$ cat config.mk
export PLATFORM = sky130hd
export DESIGN_NAME = cr_kme_fifo_param
export DESIGN_NICKNAME = d
export VERILOG_FILES = /design/src/rtl/cr_kme_fifo_param.sv
export SDC_FILE = /design/constraint.sdc
export NUM_CORES = 1
export LEC_CHECK = 0
export ABC_AREA = 1
export CORE_ASPECT_RATIO = 0.6
export CORE_MARGIN = 3
export CORE_UTILIZATION = 45
export DETAILED_ROUTE_END_ITERATION = 8
export HOLD_SLACK_MARGIN = 0.03
export PLACE_DENSITY_LB_ADDON = 0.05
export SLEW_MARGIN = 40
export SYNTH_ARGS = -nofsm -noshare
export SYNTH_HDL_FRONTEND = slang
export SYNTH_SLANG_ARGS = --single-unit
$ cat constraint.sdc
create_clock -name clk -period 10.8 [get_ports clk]
set_input_delay 2.7 -clock clk [delete_from_list [all_inputs] [get_ports clk]]
set_output_delay 2.7 -clock clk [all_outputs]
set_load 0.05 [all_outputs]
$ cat src/rtl/cr_kme_fifo_param.sv
// Parametrised first-word-fall-through FIFO for KME pipeline stages: valid/stall write side,
// valid/ack read side, early-stall threshold, synchronous flush, occupancy and error tracking.
module cr_kme_fifo_param #(
  parameter int DATA_W       = 128,
  parameter int DEPTH        = 4,
  parameter int STALL_THRESH = 0,
  parameter int CNT_W        = $clog2(DEPTH + 1)
) (
  input  logic              clk,
  input  logic              rst,
  input  logic [DATA_W-1:0] fifo_in,
  input  logic              fifo_in_valid,
  input  logic              fifo_in_stall_override,
  output logic              fifo_in_stall,
  output logic [DATA_W-1:0] fifo_out,
  output logic              fifo_out_valid,
  input  logic              fifo_out_ack,
  input  logic              clear,
  input  logic              clear_err,
  output logic [CNT_W-1:0]  used_slots,
  output logic [CNT_W-1:0]  free_slots,
  output logic              fifo_overflow,
  output logic              fifo_underflow,
  output logic              overflow_sticky,
  output logic              underflow_sticky,
  output logic [CNT_W-1:0]  high_water
);

  localparam int PTR_W = (DEPTH > 2) ? $clog2(DEPTH) : 1;
  localparam logic [CNT_W-1:0] DEPTH_C  = CNT_W'(DEPTH);
  localparam logic [CNT_W-1:0] THRESH_C = CNT_W'(STALL_THRESH);
  localparam logic [PTR_W-1:0] LAST_PTR = PTR_W'(DEPTH - 1);

  logic [DATA_W-1:0] mem [DEPTH];
  logic [PTR_W-1:0]  rptr;
  logic [PTR_W-1:0]  wptr;
  logic [CNT_W-1:0]  count;
  logic [CNT_W-1:0]  count_nxt;
  logic [CNT_W-1:0]  hw_q;
  logic              full;
  logic              empty;
  logic              wr_acc;
  logic              rd_acc;
  logic              ovf_evt;
  logic              unf_evt;
  logic              ovf_q;
  logic              unf_q;
  logic              ovf_sticky_q;
  logic              unf_sticky_q;

  // Pointers wrap explicitly so DEPTH need not be a power of two.
  function automatic logic [PTR_W-1:0] ptr_inc(input logic [PTR_W-1:0] p);
    return (p == LAST_PTR) ? '0 : p + PTR_W'(1);
  endfunction

  always_comb begin
    full    = (count == DEPTH_C);
    empty   = (count == '0);
    wr_acc  = fifo_in_valid & ~full & ~clear;
    rd_acc  = fifo_out_ack & ~empty & ~clear;
    ovf_evt = fifo_in_valid & full & ~clear;
    unf_evt = fifo_out_ack & empty & ~clear;
  end

  // A simultaneous pop never makes room for a write into a full FIFO.
  always_comb begin
    count_nxt = count;
    if (clear)
      count_nxt = '0;
    else if (wr_acc && !rd_acc)
      count_nxt = count + CNT_W'(1);
    else if (rd_acc && !wr_acc)
      count_nxt = count - CNT_W'(1);
  end

  always_ff @(posedge clk or posedge rst) begin
    if (rst) begin
      rptr  <= '0;
      wptr  <= '0;
      count <= '0;
    end else begin
      count <= count_nxt;
      if (clear) begin
        rptr <= '0;
        wptr <= '0;
      end else begin
        if (wr_acc) wptr <= ptr_inc(wptr);
        if (rd_acc) rptr <= ptr_inc(rptr);
      end
    end
  end

  always_ff @(posedge clk) begin
    if (wr_acc) mem[wptr] <= fifo_in;
  end

  // Sticky flags also see the visible pulse, so clear_err never wins against a live error.
  always_ff @(posedge clk or posedge rst) begin
    if (rst) begin
      ovf_q        <= 1'b0;
      unf_q        <= 1'b0;
      ovf_sticky_q <= 1'b0;
      unf_sticky_q <= 1'b0;
      hw_q         <= '0;
    end else begin
      ovf_q        <= ovf_evt;
      unf_q        <= unf_evt;
      ovf_sticky_q <= ovf_evt | ovf_q | (ovf_sticky_q & ~clear_err);
      unf_sticky_q <= unf_evt | unf_q | (unf_sticky_q & ~clear_err);
      if (clear_err)
        hw_q <= count;
      else if (count_nxt > hw_q)
        hw_q <= count_nxt;
    end
  end

  assign used_slots       = count;
  assign free_slots       = DEPTH_C - count;
  assign fifo_out_valid   = ~empty;
  assign fifo_out         = empty ? '0 : mem[rptr];
  assign fifo_in_stall    = (free_slots <= THRESH_C) & ~fifo_in_stall_override;
  assign fifo_overflow    = ovf_q;
  assign fifo_underflow   = unf_q;
  assign overflow_sticky  = ovf_sticky_q;
  assign underflow_sticky = unf_sticky_q;
  assign high_water       = hw_q;

endmodule

# Word level (Yosys, flattened, before mapping)
# Memories as Yosys holds them, arrays and structs flattened.
# Index checks and enable logic that the tools add are counted.
# Widths: inputs -> output; s select.
[word_totals]
regBits = 14
ramBits = 512
in_bits = 135
out_inout_bits = 143
wordCells = 61
n_memories = 1
[mem_list]
columns = ["name", "depth", "word_bits", "read_ports", "rd_clocked_by_memory_dff", "write_ports", "line_no", "source"]
rows = [
  ["mem", 4, 128, 1, 0, 1, "34", "logic [DATA_W-1:0] mem [DEPTH];"],
]
[classes]
n_addsub = 5
order_cmp = 2
n_eq_ne = 3
muxes = 14
n_bitwise = 20
reduce_logical = 8
[ops]
columns = ["operator", "count"]
rows = [
  ["$mux 128", 1],
  ["$mux 3", 5],
  ["$mux 2", 6],
  ["$and 1x1->1", 11],
  ["$reduce_bool 2->1", 3],
  ["$not 1->1", 5],
  ["$add 2x1->2 const B", 2],
  ["$eq 2x2->1 const B", 2],
  ["$or 1x1->1", 4],
  ["$add 3x1->3 const B", 1],
  ["$eq 3x3->1 const B", 1],
  ["$gt 3x3->1", 1],
  ["$le 3x1->1 const B", 1],
  ["$logic_not 3->1", 1],
  ["$sub 3x1->3 const B", 1],
  ["$sub 3x3->3 const A", 1],
  ["$logic_and 1x1->1", 2],
  ["$logic_not 1->1", 2],
  ["$mux 1", 2],
]

# Logic depth before layout (Yosys ltp)
# Gate-level depths: netlist of the first run.
[logic_depth]
depth_word = 12
mapped_depth = 19
depth_no_buf = 19

# Worst setup path after synthesis of the first run
# OpenSTA, ideal clock, no wires.
[synth_path]
path_type = "input to register"
start = "in clear"
end = "mem mem[0][0], enable pin"
setup_ns = 0.617
arrival_time_ns = 8.312
required_ns = 10.183
setup_slack_ns = 1.870
cell_stages = 3
n_path_buf = 0
cell_sequence = "inv_2 nand3_1 nor2_1"
[synth_via]
elab_chain_len = 4
[synth_lines]
columns = ["item", "line_no", "source"]
rows = [
  ["start: declaration", "18", "input logic clear,"],
  ["$not 1->1", "59", "wr_acc = fifo_in_valid & ~full & ~clear;"],
  ["$and 1x1->1", "59", ""],
  ["$mux 1", "94", "if (wr_acc) mem[wptr] <= fifo_in;"],
  ["$mux 1 (implied by the code)", "94", ""],
  ["end: declaration", "34", ""],
]
# Every way passes these cells.

# Final worst setup path of the first run
[layout_path]
start = "reg count[0], in the netlist used_slots[0]"
end = "out fifo_out[46]"
[layout_via]
elab_chain_len = 2
[layout_lines]
columns = ["item", "line_no", "source"]
rows = [
  ["start: declaration", "37", "logic [CNT_W-1:0] count;"],
  ["start signal: assignment", "82", "count <= count_nxt;"],
  ["$logic_not 3->1", "58", "empty = (count == '0);"],
  ["$mux 128", "120", "assign fifo_out = empty ? '0 : mem[rptr];"],
  ["end: declaration", "15", "output logic [DATA_W-1:0] fifo_out,"],
]
# Every way passes these cells.

==> run_results.csv, run 1 <==
group,metric,value,unit
power,ir_drop,0.0001320,V
min_path,min_from,"fifo_overflow$_DFF_PP0_",
detailed_routing,route.detailed.drc,0,
logic_synthesis,syn-num-nets,1779,
global_route,grt-ovfl-total,0,
clocking,cts-root-buf,"clkbuf_16",
outcome,outcome,"finished, final reports clean",
sta,setup_violations,0,
logic_synthesis,ys_top_cells_by_count,"nor2_1 (523), edfxtp_1 (512), o21ai_0 (259)",
logic_synthesis,netlist_area,20770,um2
clocking,clock_path_buffers,3,
logic_synthesis,synth_cells,1631,
setup_path,critPathTopFamily,"buffers and inverters",
logic_synthesis,synth_most_common_cell,"nor2_1",
placed_design,io_buffers,277,
final_layout,area_growth,22.15,%
die,pin_count,278,
sta,slew_headroom,44.99,%
sta,fin_crit_sh,63.55,%
clocking,cts_htree_levels,2,
power,p_leak,8.520,nW
sta,rsz0062_at_grt,"no",
placed_design,gp_congestion,0.7780,
clocking,cts_setup_buffers,0,
setup_path,timing_worst_setup_path_type,"reg -> out",
sta,tns,0,ns
clocking,postCtsResizedCells,0,
setup_path,crit_path_max_fanout,50,
sta,period_needed,6.864,ns
global_route,grt_max_degree,189,
global_route,antenna_found_initial,3,
setup_path,cp_slowest_stage_delay,0.75,ns
sta,worstMarginPinSlew,0.8252,ns
global_route,grt_usage,19.96,%
final_layout,post-route-util,56.15,%
final_layout,drive_above_1_share,4.550,%
detailed_routing,vias,12867,
logic_synthesis,seq_area_frac_synth,75.70,%
clocking,clk_latency,0.55,ns
setup_path,critical_path_required,8.10,ns
logic_synthesis,synth_warnings,0,
setup_path,crit_chain,"inv_1 -> ha_1 -> ha_4 -> buf_4 -> buf_4 -> a21oi_1 -> clkdlybuf4s50_1",
die,die-area,48860,um2
detailed_routing,wirelength,49490,um
setup_path,start_kind,"register",
die,die_h,172.4,um
logic_synthesis,yosysTopAreaCell,"edfxtp_1",
setup_path,regToRegStartpoint,"used_slots[0]$_DFF_PP0_",
final_layout,fill_cells,3770,
logic_synthesis,synth-edff-count,512,
setup_path,cp_slowest_cell,"clkdlybuf4s50_1",
logic_synthesis,synth_flop_cell,"edfxtp_1",
clocking,cts.sinks,526,
sta,fin_worst_skew,0.01077,ns
logic_synthesis,ys_ff_latch,526,
clocking,cts_tree,"done",
job,max_cap_violations,0,
die,die-width,283.4,um
logic_synthesis,ys_types,24,
setup_path,endpoint_kind,"output port",
min_path,hold_path.class,"reg -> reg",
die,start_util,45.96,%
clocking,path_clk_slew,0.06,ns
die,core-area,45190,um2
setup_path,worst-path-buf-inv,4,
detailed_routing,ant_nets,0,
logic_synthesis,ys_async_sr_fraction,2.662,%
setup_path,crit_arrival,4.16,ns
detailed_routing,drt_iter0_markers,848,
detailed_routing,firstDrtPassIters,5,
global_route,grt_pass1_wl,75570,um
final_layout,final_nets,2029,
setup_path,startpoint,"used_slots[0]$_DFF_PP0_",
logic_synthesis,synth_top_area_share,74.02,%
clocking,cts_made_buffers,49,
logic_synthesis,postSynthAreaPerCell,12.74,um2
power,powerDensity,200.0,nW/um2
sta,hold_viol,0,
logic_synthesis,ys_top_cells_by_area,"edfxtp_1 (74%), nor2_1 (9.5%), o21ai_0 (6.2%)",
sta,slew_viol_final,0,
die,row_count,60,
detailed_routing,vias_per_cell,5.078,
detailed_routing,wire_per_inst,19.53,um
global_route,grt_pass1_vias,12704,
sta,fmax,145.7,MHz
setup_path,cpMostUsedCell,"buf_4",
placed_design,dp_hpwl,27110,um
clocking,holdBufCountCts,0,
-- logic make-up after synthesis --
kind of cell | after synthesis | synth area share [%]
DFF | 526 | 75.70
adders and majority gates | 13 | 0.7831
AOI/OAI and AO/OA | 395 | 9.541
and+or+nand+nor | 568 | 10.39
xor gates and xnor gates | 1 | 0.04217
buffers and inverters | 128 | 3.542
-- layout by cell type, fill, tap and decap left out, drive strengths merged --
master / n
nor2: 523
edfxtp: 512
clkdlybuf4s50: 277
o21ai: 263
a21oi: 130
clkbuf: 69
nand2: 28
inv: 28
buf: 22
dfrtp: 14
nand3: 13
ha: 13
clkinv: 12
diode: 2
nand4: 2
nand3b: 1
a31oi: 1
xnor2: 1
nor3: 1
a211o: 1
clkinvlp: 1
-- per-layer routing --
layer | up-vias | GRT usage (%) | wire [um]
met1 | 6316 | 27.74 | 22580
met2 | 217 | 33.63 | 24190
met3 | 58 | 3.623 | 2078
met5 | - | 0 | 37
li1 | 6270 | - | -
met4 | 6 | 3.726 | 604
-- cell type report --
class / instances / area, um2 / area share (%)
diodes: 2 / 5.005 / 0.01972
clock buffers: 69 / 1301 / 5.128
well taps: 620 / 775.7 / 3.057
repair buffers: 299 / 3025 / 11.92
flip-flops and latches: 526 / 15730 / 62.00
inverters: 28 / 117.6 / 0.4635
clock inverters: 13 / 62.56 / 0.2465
multi-input cells: 977 / 4354 / 17.16
-- flip-flops by register name, summed over array words and instances, names as in the netlist --
signal            count
wptr                  2
fifo_underflow        1
high_water            3
rptr                  2
overflow_sticky       1
underflow_sticky      1
mem                 512
fifo_overflow         1
used_slots            3
-- stage by stage --
| stage | setup slack (ns) | instance area, um2 | hold WS, ns | instances | power [mW] |
|---|---|---|---|---|---|
| 6_report | 3.936 | 25370 | 0.4579 | 2534 | 5.076 |
| 5_1_grt | 3.697 | 25370 | 0.4783 | 2532 | 5.297 |
| 4_1_cts | 3.795 | 25290 | 0.4583 | 2529 | 5.128 |
| 3_5_place_dp | 4.095 | 23930 | 0.4445 | 2447 | 3.596 |
| 3_3_place_gp | 4.074 | 23900 | 0.4440 | 2447 | 3.590 |
| 2_1_floorplan | 1.870 | 20770 | 0.5794 | 1631 | 3.189 |
-- worst paths after layout --
path	end	slack, ns	cells past startpoint
min in group asynchronous	fifo_underflow$_DFF_PP0_	2.55	2
setup / recovery	fifo_out[46]	3.94	7
setup reg to reg	high_water[1]$_DFFE_PP0P_	6.89	20
max in group asynchronous	rptr[1]$_DFFE_PP0P_	7.80	2
hold reg to reg	overflow_sticky$_DFF_PP0_	0.46	2
hold / removal	overflow_sticky$_DFF_PP0_	0.46	2
-- power by group --
part	internal (mW)	leakage, nW	switching, mW	total, mW
clock	0.833	0.658	0.696	1.53
sequential	2.32	4.83	0.0260	2.34
combinational	0.356	3.03	0.846	1.20
-- worst reg2reg max path: stages, from the launching register on --
cell	delay, ns
dfrtp_1	0.44
inv_1	0.15
ha_1	0.23
ha_4	0.54
buf_4	0.62
inv_1	0.18
nand2_1	0.14
nor2_1	0.09
nand3_1	0.09
nand2_1	0.07
nand2_1	0.10
nand2_1	0.06
nor2_1	0.17
ha_1	0.30
a21oi_1	0.15
nand2_1	0.06
nand2_1	0.10
nand2_1	0.08
o21ai_0	0.16
inv_1	0.05
nand2_1	0.06
(Power assumes the default switching activity.)
==> inputs of run 2 (changes only) <==
Clock period 10.8 ns to 6.4 ns, I/O delays scaled along.
==> run 2 against run 1 <==
Against the previous run: count of clock-buffer cells in the layout decreased by 7; non-clock buffer count grew 4; hold slack improved by 0.014 ns; final area up 0.84%; core utilization rose by 0.47 points; die area unchanged; clock power rose by 76%; clock skew grew 0.0048 ns; wire length rose by 1.2%; combinational power up 72%; first-iteration DRC count grew 15%; critical endpoint is now fifo_out[107]; largest power group unchanged.
==> run_results.csv, run 2 (synthesis results as in run 1) <==
group,metric,value,unit
clocking,cts_made_buffers,49,
power,ir_drop,0.0002387,V
power,p_leak,8.614,nW
sta,fin_crit_sh,83.57,%
sta,rsz0062_at_grt,"no",
clocking,postCtsResizedCells,0,
job,max_cap_violations,0,
sta,whs,0.4724,ns
setup_path,crit_arrival,3.75,ns
detailed_routing,vias_per_cell,5.140,
sta,hold_viol,0,
clocking,clk_latency,0.55,ns
setup_path,crit_chain,"inv_4 -> buf_12 -> nor2_1 -> o21ai_0 -> a21oi_1 -> clkdlybuf4s50_1",
die,start_util,45.96,%
setup_path,r2r_slack,2.59,ns
final_layout,final_nets,2033,
detailed_routing,drt_iter0_markers,976,
placed_design,io_buffers,277,
setup_path,cp_slowest_cell,"dfrtp_4",
clocking,cts.sinks,526,
clocking,path_clk_slew,0.06,ns
setup_path,reg2reg_to,"high_water[1]$_DFFE_PP0P_",
global_route,grt_usage,20.09,%
setup_path,critical_path_required,4.80,ns
placed_design,place_area,24130,um2
clocking,clock_path_buffers,3,
final_layout,layout.cells.most_common,"nor2_1",
final_layout,fill_cells,3742,
detailed_routing,route.detailed.drc,0,
final_layout,fin_cells,2545,
placed_design,gp_congestion,0.8018,
detailed_routing,wirelength,50100,um
die,die-area,48860,um2
placed_design,pre_cts_ws,1.630,ns
setup_path,startpoint,"rptr[1]$_DFFE_PP0P_",
setup_path,crit_path_max_fanout,59,
sta,setup_violations,0,
global_route,antenna_found_initial,2,
die,pin_count,278,
final_layout,area_growth,23.18,%
setup_path,cp_slowest_stage_delay,0.89,ns
detailed_routing,ant_nets,0,
power,power,8.707,mW
setup_path,reg2reg_depth,20,
min_path,min_from,"fifo_overflow$_DFF_PP0_",
final_layout,post-route-util,56.62,%
sta,layout_setup_ws,1.052,ns
sta,fin_worst_skew,0.01560,ns
min_path,hold_end,"overflow_sticky$_DFF_PP0_",
power,powerDensity,340.3,nW/um2
final_layout,drive_above_1_share,5.096,%
placed_design,dp_hpwl,28630,um
outcome,outcome,"finished, final reports clean",
clocking,cts_setup_buffers,0,
die,die-width,283.4,um
final_layout,ff_latch_area,15730,um2
placed_design,dp_cells,2454,
detailed_routing,firstDrtPassIters,5,
clocking,cts-root-buf,"clkbuf_16",
global_route,grt-ovfl-total,0,
setup_path,timing_worst_setup_path_type,"reg -> out",
die,row_count,60,
final_layout,mostFrequentLayoutCells,"nor2_1 (519), edfxtp_1 (512), clkdlybuf4s50_1 (277), o21ai_0 (259), a21oi_1 (130)",
final_layout,largest_register_ff_count,512,
min_path,worstHoldPathCells,2,
sta,slew_viol_final,0,
global_route,grt_pass1_wl,76840,um
final_layout,multiInputGateArea,4354,um2
sta,worstMarginPinSlew,0.8099,ns
die,die_h,172.4,um
sta,tns,0,ns
sta,fmax,187.0,MHz
final_layout,final_area,25590,um2
setup_path,endpoint_kind,"output port",
final_layout,regMostFlops,"mem",
sta,slew_headroom,46.01,%
clocking,cts_htree_levels,2,
global_route,grt_pass1_vias,12957,
setup_path,start_kind,"register",
setup_path,regToRegStartpoint,"used_slots[0]$_DFF_PP0_",
detailed_routing,vias,13081,
sta,period_needed,5.348,ns
detailed_routing,wire_per_inst,19.68,um
min_path,hold_path.class,"reg -> reg",
global_route,grt_max_degree,122,
clocking,holdBufCountCts,0,
die,core-area,45190,um2
clocking,cts_tree,"done",
==> run 2: cell types whose count changed in the layout (fill, tap and decap cells not counted), sizes merged <==
cell	before	now
bufinv	0	2
clkinv	12	22
inv	28	29
buf	22	26
clkinvlp	1	2
clkbuf	69	62
==> run 2: power by group <==
part	total, mW	switching (mW)	internal (mW)
clock network	2.70	1.21	1.49
registers	3.95	0.0401	3.91
logic	2.06	1.45	0.613
total	8.71	2.70	6.01
==> run 2: layout make-up <==
cell class	count	area share, %
sequential	526	61.48
antenna	2	0.01956
clock buffer	62	4.983
clock inverter	27	0.6895
multi-input combinational	977	17.02
inverter	28	0.4401
tap	620	3.032
timing repair buffer	303	12.34
==> run 2: layer usage <==
metal	routed length [um]	vias up	global-route usage [%]
li1	-	6292	-
met1	23090	6413	28.23
met2	23520	302	32.86
met3	2409	72	3.676
met4	1060	2	4.983
met5	17	-	0
==> run 2: how the worst max path moves through the flow <==
stage / cells after the start / end / slack (ns)
floorplan: 3 / mem[0][0]$_DFFE_PP_ / -1.43
global placement: 6 / fifo_out[98] / 1.62
detailed placement: 6 / fifo_out[98] / 1.63
CTS: 6 / fifo_out[98] / 1.01
global route: 6 / fifo_out[99] / 0.90
finish: 6 / fifo_out[107] / 1.05
==> run 2: worst max-delay path: cells and delay by family, from the launching register on <==
family | cells | cell delay [ns]
buffers and inverters | 3 | 1.65
DFF | 1 | 0.89
AOI/OAI and AO/OA | 2 | 0.36
and+or+nand+nor | 1 | 0.14
==> inputs of run 3 (changes only) <==
Clock period 6.4 ns to 5.55 ns, I/O delays scaled along.
==> run 3 against run 2 <==
Against the previous run: combinational power increased by 16%; wire length down 0.46%; clock power rose by 19%; final area up 0.14%; global-route usage down 0.11 points; total power up 17%; sequential share of layout area down 0.084 points.
==> run_results.csv, run 3 (synthesis results as in run 1) <==
group,metric,value,unit
die,row_count,60,
placed_design,io_buffers,277,
final_layout,drive_above_1_share,5.263,%
global_route,grt_pass1_wl,75910,um
sta,slew_headroom,47.67,%
clocking,cts.sinks,526,
setup_path,cp_slowest_cell,"clkdlybuf4s50_1",
die,die-width,283.4,um
placed_design,pre_cts_ws,1.452,ns
clocking,clock_path_buffers,3,
global_route,grt-ovfl-total,0,
global_route,grt_usage,19.98,%
setup_path,timing_worst_setup_path_type,"reg -> out",
clocking,cts_setup_buffers,0,
sta,worstMarginPinSlew,0.7850,ns
job,max_cap_violations,0,
detailed_routing,wirelength,49870,um
final_layout,fill_cells,3724,
outcome,outcome,"finished, final reports clean",
detailed_routing,drt_iter0_markers,822,
clocking,cts_made_buffers,49,
die,pin_count,278,
detailed_routing,firstDrtPassIters,5,
final_layout,mostFrequentLayoutCells,"nor2_1 (519), edfxtp_1 (512), clkdlybuf4s50_1 (277), o21ai_0 (259), a21oi_1 (130)",
setup_path,cp_slowest_stage_delay,0.87,ns
final_layout,final_nets,2032,
sta,fin_crit_sh,82.43,%
setup_path,crit_arrival,3.19,ns
placed_design,dp_hpwl,27400,um
power,ir_drop,0.0002678,V
setup_path,critical_path_required,4.16,ns
global_route,grt_pass1_vias,12689,
sta,fmax,218.6,MHz
final_layout,area_growth,23.35,%
sta,hold_viol,0,
sta,fin_worst_skew,0.01343,ns
detailed_routing,route.detailed.drc,0,
clocking,postCtsResizedCells,0,
min_path,hold_path.class,"reg -> reg",
clocking,cts-root-buf,"clkbuf_16",
final_layout,regMostFlops,"mem",
clocking,clk_latency,0.55,ns
die,die_h,172.4,um
die,die-area,48860,um2
detailed_routing,vias_per_cell,5.089,
clocking,cts_tree,"done",
clocking,path_clk_slew,0.06,ns
setup_path,critPathTopFamily,"buffers and inverters",
power,p_leak,8.643,nW
detailed_routing,ant_nets,0,
sta,slew_viol_final,0,
final_layout,largest_register_ff_count,512,
global_route,antenna_found_initial,5,
placed_design,gp_congestion,0.8241,
clocking,holdBufCountCts,0,
clocking,cts_htree_levels,2,
final_layout,layout.cells.most_common,"nor2_1",
sta,setup_violations,0,
sta,period_needed,4.575,ns
die,start_util,45.96,%
detailed_routing,wire_per_inst,19.61,um
setup_path,start_kind,"register",
die,core-area,45190,um2
final_layout,post-route-util,56.70,%
sta,layout_setup_ws,0.9752,ns
sta,tns,0,ns
setup_path,crit_chain,"inv_1 -> ha_1 -> ha_4 -> buf_12 -> a21oi_1 -> clkdlybuf4s50_1",
sta,rsz0062_at_grt,"no",
detailed_routing,vias,12941,
setup_path,endpoint_kind,"output port",
global_route,grt_max_degree,161,
setup_path,worst-path-buf-inv,3,
power,powerDensity,396.2,nW/um2
setup_path,crit_path_max_fanout,51,
==> run 3: cell count changes in the layout (fill, tap and decap cells not counted), moves of 2 or more <==
cell	delta
clkbuf_8	+2
diode_2	+2
clkinv_2	+2
buf_6	-3
clkinv_1	-6
buf_4	+3
bufinv_16	+2
clkinvlp_4	-2
==> run 3: metrics by stage <==
step	instance area (um2)	total power, mW	std cells	hold slack (ns)
CTS	25610	10.28	2539	0.4681
finish	25620	10.15	2543	0.4640
global route	25620	10.59	2542	0.4893
global placement	24100	7.036	2453	0.4502
detailed placement	24100	7.044	2453	0.4542
floorplan	20770	6.206	1631	0.5794
==> run 3: layer usage <==
metal  vias up  track usage [%]  share of wire [%]
met5         -                0              0.054
met4         4            5.140                2.0
met3        68            3.729                4.9
met2       285            33.29                 48
met1      6291            27.47                 45
li1       6293                -                  -
==> run 3: worst paths after layout <==
path / from / depth (start not counted) / end / slack (ns)
max in group asynchronous: rst / 2 / rptr[0]$_DFFE_PP0P_ / 3.77
setup reg to reg: used_slots[0]$_DFF_PP0_ / 19 / high_water[1]$_DFFE_PP0P_ / 2.33
hold reg to reg: fifo_overflow$_DFF_PP0_ / 2 / overflow_sticky$_DFF_PP0_ / 0.46
min in group asynchronous: rst / 2 / rptr[1]$_DFFE_PP0P_ / 1.26
hold / removal: fifo_overflow$_DFF_PP0_ / 2 / overflow_sticky$_DFF_PP0_ / 0.46
setup / recovery: used_slots[1]$_DFF_PP0_ / 6 / fifo_out[111] / 0.98
==> run 3: worst min-delay path, cell delays in order, from the launching register on <==
cell and delay (ns):
dfrtp_1 0.34, a21oi_1 0.04, nand2_1 0.05
==> run 3: layout make-up <==
class | count | area (um2) | share of cell area, %
sequential | 526 | 15730 | 61.40
clock buffer | 63 | 1299 | 5.069
tap | 620 | 775.7 | 3.027
timing repair buffer | 302 | 3123 | 12.19
multi-input combinational | 977 | 4354 | 16.99
antenna | 4 | 10.01 | 0.03906
clock inverter | 23 | 216.5 | 0.8448
inverter | 28 | 112.6 | 0.4395
==> run 3: where the power goes <==
group          switching, mW  total [mW]  internal, mW  leakage [nW]
logic                   1.67        2.38         0.714          3.07
clock network           1.38        3.22          1.83         0.747
registers             0.0434        4.55          4.51          4.83
